[config.mk]
export PLATFORM = sky130hd
export DESIGN_NAME = instr_fetch_stage
export DESIGN_NICKNAME = d
export VERILOG_FILES = /design/src/rtl/instr_fetch_stage.sv
export SDC_FILE = /design/constraint.sdc
export NUM_CORES = 1
export LEC_CHECK = 0
export CELL_PAD_IN_SITES_DETAIL_PLACEMENT = 1
export CELL_PAD_IN_SITES_GLOBAL_PLACEMENT = 1
export CORE_ASPECT_RATIO = 2
export CORE_MARGIN = 8
export CORE_UTILIZATION = 35
export DETAILED_ROUTE_END_ITERATION = 8
export GPL_TIMING_DRIVEN = 0
export HOLD_SLACK_MARGIN = 0.02
export PLACE_DENSITY = 0.87
export SLEW_MARGIN = 5
export SYNTH_ARGS = -nofsm -noshare
export SYNTH_HDL_FRONTEND = slang
export SYNTH_SLANG_ARGS = --single-unit
export TNS_END_PERCENT = 100
[constraint.sdc]
create_clock -name clk -period 3.44 [get_ports clk]
set_clock_uncertainty 0.15 [all_clocks]
set_input_delay 0.344 -clock clk [delete_from_list [all_inputs] [get_ports clk]]
set_output_delay 0.344 -clock clk [all_outputs]
set_load 0.05 [all_outputs]
[src/rtl/instr_fetch_stage.sv]
// IF stage: owns the PC, drives a 1-cycle synchronous imem, loads IF/ID.
// Handles stall, flush, branch redirect and a sticky HALT opcode.
module instr_fetch_stage #(
    parameter int                ADDR_W   = 32,
    parameter int                INSTR_W  = 32,
    parameter logic [ADDR_W-1:0] RESET_PC = '0,
    parameter logic [3:0]        HALT_OP  = 4'b1111
) (
    input  logic               clk,
    input  logic               rst,
    input  logic               stall,
    input  logic               flush,
    input  logic               redirect_valid,
    input  logic [ADDR_W-1:0]  redirect_pc,
    output logic [ADDR_W-1:0]  imem_addr,
    input  logic [INSTR_W-1:0] imem_rdata,
    output logic               if_id_valid,
    output logic [INSTR_W-1:0] if_id_instr,
    output logic [ADDR_W-1:0]  if_id_pc,
    output logic [3:0]         if_id_opcode,
    output logic               halted
);

    typedef enum logic {
        RUN  = 1'b0,
        HALT = 1'b1
    } mode_t;

    localparam logic [ADDR_W-1:0] PC_STEP = ADDR_W'(1);

    mode_t             mode;
    logic [ADDR_W-1:0] fetch_pc;
    logic [ADDR_W-1:0] pend_pc;
    logic              pend_valid;
    logic              halt_hit;

    assign halt_hit = pend_valid &&
                      (imem_rdata[INSTR_W-1 -: 4] == HALT_OP);

    assign if_id_opcode = if_id_instr[INSTR_W-1 -: 4];

    // Re-reading pend_pc keeps imem_rdata valid while held.
    always_comb begin
        imem_addr = fetch_pc;
        if (rst) begin
            imem_addr = RESET_PC;
        end else if (redirect_valid) begin
            imem_addr = redirect_pc;
        end else if (stall || mode == HALT) begin
            imem_addr = pend_pc;
        end
    end

    always_ff @(posedge clk) begin
        if (rst) begin
            mode        <= RUN;
            fetch_pc    <= RESET_PC;
            pend_valid  <= 1'b0;
            pend_pc     <= '0;
            if_id_valid <= 1'b0;
            if_id_instr <= '0;
            if_id_pc    <= '0;
            halted      <= 1'b0;
        end else if (redirect_valid) begin
            mode        <= RUN;
            halted      <= 1'b0;
            if_id_valid <= 1'b0;
            pend_valid  <= 1'b1;
            pend_pc     <= redirect_pc;
            fetch_pc    <= redirect_pc + PC_STEP;
        end else if (mode == HALT) begin
            if_id_valid <= 1'b0;
        end else if (flush) begin
            if_id_valid <= 1'b0;
            pend_valid  <= 1'b0;
            pend_pc     <= fetch_pc;
            fetch_pc    <= fetch_pc + PC_STEP;
        end else if (!stall) begin
            if_id_valid <= pend_valid;
            if_id_instr <= imem_rdata;
            if_id_pc    <= pend_pc;
            if (halt_hit) begin
                mode       <= HALT;
                halted     <= 1'b1;
                pend_valid <= 1'b0;
            end else begin
                pend_valid <= 1'b1;
                pend_pc    <= fetch_pc;
                fetch_pc   <= fetch_pc + PC_STEP;
            end
        end
    end

endmodule

After elaboration in Yosys (flattened, before gate mapping)
Cells that the tools add are included.
{"block": "totals", "wordCells": 48, "register_bits": 132, "in_bits": 69, "output_inout_bits": 102}
{"block": "op_classes", "n_mux": 22, "n_bitwise": 4, "eq_ne": 4, "add_sub_neg": 2, "n_reduce_logical": 8}
{"op": "$mux 32", "count": 13}
{"op": "$add 32x1->32 const B", "count": 2}
{"op": "$mux 1", "count": 9}
{"op": "$reduce_and 4->1", "count": 2}
{"op": "$eq 4x4->1 const B", "count": 1}
{"op": "$not 1->1", "count": 4}
{"op": "$reduce_or 4->1", "count": 1}
{"op": "$ne 3x1->1 const B", "count": 1}
{"op": "$ne 3x3->1 const B", "count": 1}
{"op": "$reduce_and 3->1", "count": 1}
{"op": "$ne 2x2->1 const B", "count": 1}
{"op": "$reduce_and 2->1", "count": 1}
{"op": "$reduce_or 2->1", "count": 1}
{"op": "$logic_and 1x1->1", "count": 1}
{"op": "$logic_or 1x1->1", "count": 1}

Depth between registers and ports, before layout
{"block": "depth", "depth_word": 7, "depth_mapped": 13}

Least setup slack after synthesis
OpenSTA, ideal clock, no wires.
{"block": "synth_timing", "path_type": "input to register", "startpoint": "in redirect_valid", "endpoint": "reg fetch_pc[28]", "path_stages": 12, "arrival_time_ps": 2791, "slack_ps": 383, "required_ps": 3174, "path_cell_list": "buf_2 > buf_2 > buf_2 > buf_2 > mux2_2 > ha_1 > nor2b_1 > clkbuf_1 > nand3_1 > nor4_1 > mux2_1 > a31o_2"}
{"block": "synth_between", "elab_chain_len": 2}
{"element": "from (decl)", "line_no": "13", "source": "input logic redirect_valid,"}
{"element": "$ne 3x3->1 (no source line), or another cell as far along"}
{"element": "$reduce_and 3->1 (no source line)"}
{"element": "to (signal assigned)", "line_no": "70", "source": "fetch_pc <= redirect_pc + PC_STEP;"}
{"element": "to (signal assigned)", "line_no": "77", "source": "fetch_pc <= fetch_pc + PC_STEP;"}
{"element": "to (signal assigned)", "line_no": "89", "source": "fetch_pc <= fetch_pc + PC_STEP;"}
{"element": "to (decl)", "line_no": "32", "source": "logic [ADDR_W-1:0] fetch_pc;"}
Several ways; a longest one is shown, not always the timed one.
A chain may end at the register's enable or synchronous reset.

Worst setup path after layout
{"block": "layout_timing", "startpoint": "in redirect_valid", "endpoint": "out imem_addr[9]"}
{"block": "layout_between", "elab_chain_len": 2}
{"element": "$mux 32", "line_no": "47", "source": "end else if (redirect_valid) begin"}
{"element": "$mux 32", "line_no": "45", "source": "if (rst) begin"}
{"element": "to (decl)", "line_no": "15", "source": "output logic [ADDR_W-1:0] imem_addr,"}
No other way between the ends.

==> results.toml <==
[sta]
slew_viol_final = 0
hold_viol = 0
rsz0062_at_grt = "false"
tightest_slew_ps = 1140
slew_headroom_pct = 23.2
min_period_over_period_pct = 99.5
worst_hold_slack_ps = 306
max_freq_mhz = 292
min_period_ps = 3420
setup_viol_count_final = 0

[floorplanning]
rows = 72
dieArea_sq_um = 24400
die_x_microns = 115
fp.dieH_microns = 213
core_sq_um = 19200
initial_utilization_pct = 35.4
ioPinCount = 171

[cts]
cts_root_buf = "clkbuf_16"
cts.sinks = 132
post-cts-setup-buffers = 0
htreeDepth = 4
holdBufCountCts = 0
numCtsBuffers = 17
cts_buffer_depth = 2
clk_latency_ps = 430
clk_pin_slew_worst_paths_ps = 60
cts_tree = "yes"

[pwr]
p_leak_nw = 3.33
powerDensity_nw_per_um2 = 468
vdd_ir_drop_max_v = 0.000307
total_power_mw = 4.46

[layout]
diodes = 0
syn_to_final_growth_pct = 40.1
filler_cell_count = 2342
fin_nets = 1166
design_area_sq_um = 9520
utilization_pct = 49.6
drive_gt1_share_pct = 8.40

[setup_path]
path_buf_inv = 6
reg2reg_depth = 6
cp-end-kind = "primary output"
critical_path.max_stage_delay_ps = 590
path_class = "input pin to primary output"
slowest_stage = "clkdlybuf4s50_1"
worstReg2RegEnd = "fetch_pc[25]$_SDFFE_PP0P_"
r2r_start = "fetch_pc[2]$_SDFFE_PP0P_"
crit_required_ps = 2950
cp_top_family = "buffers and inverters"
path_cells = "clkdlybuf4s50_1 > buf_6 > clkinv_2 > clkbuf_2 > clkbuf_1 > a21oi_1 > clkdlybuf4s15_1"
worst-r2r-setup-slack_ps = 410
critical_path_peak_fanout = 10
arrival_ps = 2930
cp-start-kind = "input pin"
cp.depth = 7

[synth]
yosysTopAreaCell = "dfxtp_1"
yosysWarnings = 0
syn_area_sq_um = 6790
synth_top_area_share_pct = 38.9
async_flop_share_pct = 0
synth-main-ff-cell = "dfxtp_1"
synth_seq_cells = 132
syn_nets = 979
syn_avg_cell_area_sq_um = 7.47
yosysSeqAreaShare_pct = 38.9
netlist_instances = 909
ys_types = 58
synth_area_leaders = "dfxtp_1, nand2_1, a21oi_1"
synth_edf_count = 0

[job]
max_cap_violations = 0

[worst_hold_path]
hp-class = "register to register"
min_to = "if_id_instr[19]$_SDFFE_PP0P_"
worstHoldStart = "if_id_instr[19]$_SDFFE_PP0P_"
hold_depth = 2

[routing]
drc_errors = 0
wire_per_inst_microns = 22.7
finalWirelength_mm = 31.0
first_pass_iters = 5
ant_nets = 0
drt_iter0_drc = 407
vias_per_cell = 5.85
vias = 7988

[place]
placed_area_sq_um = 8810
dpl.hpwl_mm = 22.9
globalplace.congestion = 0.949
port-buffer-count = 169

[global_route]
antenna_found_initial = 0
grt_pass1_vias = 8639
grt_pass1_wl_mm = 46.7
grt_overflow = 0
grt_usage_pct = 25.0
grt_start_max_net_pins = 20

[outcome]
status = "complete, no violations"
==> per-layer routing <==
metal  global-route usage (%)  routed length [microns]  share of wire (%)  vias up
met5                        0                        0                  0        -
met2                     47.2                    16900                 55      370
met3                     4.31                     1570                5.1      145
met1                     22.9                    10500                 34     3913
met4                     19.0                     2020                6.5        0
li1                         -                        -                  -     3560
==> cells by family after synthesis <==
kind of cell	count (synthesis)	share of synthesized area, %
muxes	40	6.02
xor gates and xnor gates	33	4.25
adders and majority gates	1	0.184
and+or+nand+nor	384	25.3
DFF	132	38.9
AOI/OAI and AO/OA	244	20.7
buffers and inverters	75	4.71
==> layout by cell type (no fill, tap or decap), drive strengths merged, types with 4 or more instances in the layout <==
master           n
mux2             7
clkbuf          73
and3             7
xnor2           22
a22oi            5
nand3b           7
clkdlybuf4s15   28
nand4b           7
nor4b            4
buf             16
clkdlybuf4s50  137
nand2          232
o21ai           41
a211oi          21
clkinv           7
nand4           16
mux2i           33
a31oi           20
a21oi          129
and2             4
nor3            15
nor2            47
nor4             6
dlygate4sd2      4
nand3           29
o22ai            5
dfxtp          132
xor2            11
bufinv           4
==> metrics by stage <==
stage / setup WS, ps / setup TNS (ps) / instances
after floorplan: 383 / 0 / 909
after global placement: -1500 / -50110 / 1337
after detailed placement: -1530 / -53700 / 1337
after CTS: 1.27 / 0 / 1366
after global routing: 0.614 / 0 / 1366
final: 18.1 / 0 / 1366
==> Yosys cell counts (2+ instances only) <==
master	count
nand2_1	232
dfxtp_1	132
a21oi_1	129
clkbuf_1	54
nor2_1	47
o21ai_0	41
mux2i_1	33
nand3_1	29
xnor2_1	22
a211oi_1	20
a31oi_1	20
nand4_1	15
nor3_1	15
xor2_1	11
and3_1	7
nand3b_1	7
nand4b_1	7
buf_2	6
mux2_2	6
a22oi_1	5
buf_1	5
nor4_1	5
o22ai_1	5
and2_1	4
buf_4	4
nor4b_1	4
o21a_1	3
a211o_1	2
a221oi_1	2
a222oi_1	2
and3b_1	2
buf_6	2
inv_1	2
nand2b_1	2
nor2b_1	2
o311ai_0	2
o31ai_1	2
==> tightest hold or removal path, delay by kind of cell (launching register included) <==
family / cells / cell delay [ps]
DFF: 1 / 310
AOI/OAI and AO/OA: 1 / 50
and+or+nand+nor: 1 / 50
==> repair_timing <==
action | CTS | global route
hold endpoints to repair | 0 | 0
gates resized for setup | 102 | 10
setup endpoints to repair | 46 | 21
pin swaps | 0 | 1
==> flip-flops by register name, indices dropped and copies added, names as in the netlist <==
| name | count |
|---|---|
| pend_pc | 32 |
| halted | 1 |
| pend_valid | 1 |
| mode | 1 |
| fetch_pc | 32 |
| if_id_instr | 32 |
| if_id_pc | 32 |
| if_id_valid | 1 |
==> final cells by class <==
class                           instances  area, sq um  share of cell area, %
Multi-Input combinational cell        702         3860                   40.5
Sequential cell                       132         2640                   27.8
Timing Repair Buffer                  169         1720                   18.0
Clock buffer                           18          439                   4.62
Buffer                                 71          343                   3.60
Tap cell                              259          324                   3.41
Clock inverter                         12          181                   1.91
Inverter                                3         12.5                  0.131
==> report_power, final <==
part           internal [mW]  switching (mW)
combinational          0.280           0.517
clock                   1.23           0.746
sequential              1.60          0.0817
==> worst max-delay path by stage <==
| stage | start | end | slack [ps] |
|---|---|---|---|
| detailed placement | redirect_valid | imem_addr[29] | -1530 |
| floorplan | redirect_valid | fetch_pc[28]$_SDFFE_PP0P_ | 380 |
| CTS | redirect_valid | imem_addr[18] | 1 |
| finish | redirect_valid | imem_addr[9] | 20 |
| global route | stall | imem_addr[15] | 0.6 |
| global placement | redirect_valid | imem_addr[29] | -1500 |
No activity file was read; power rests on OpenSTA's default activity.
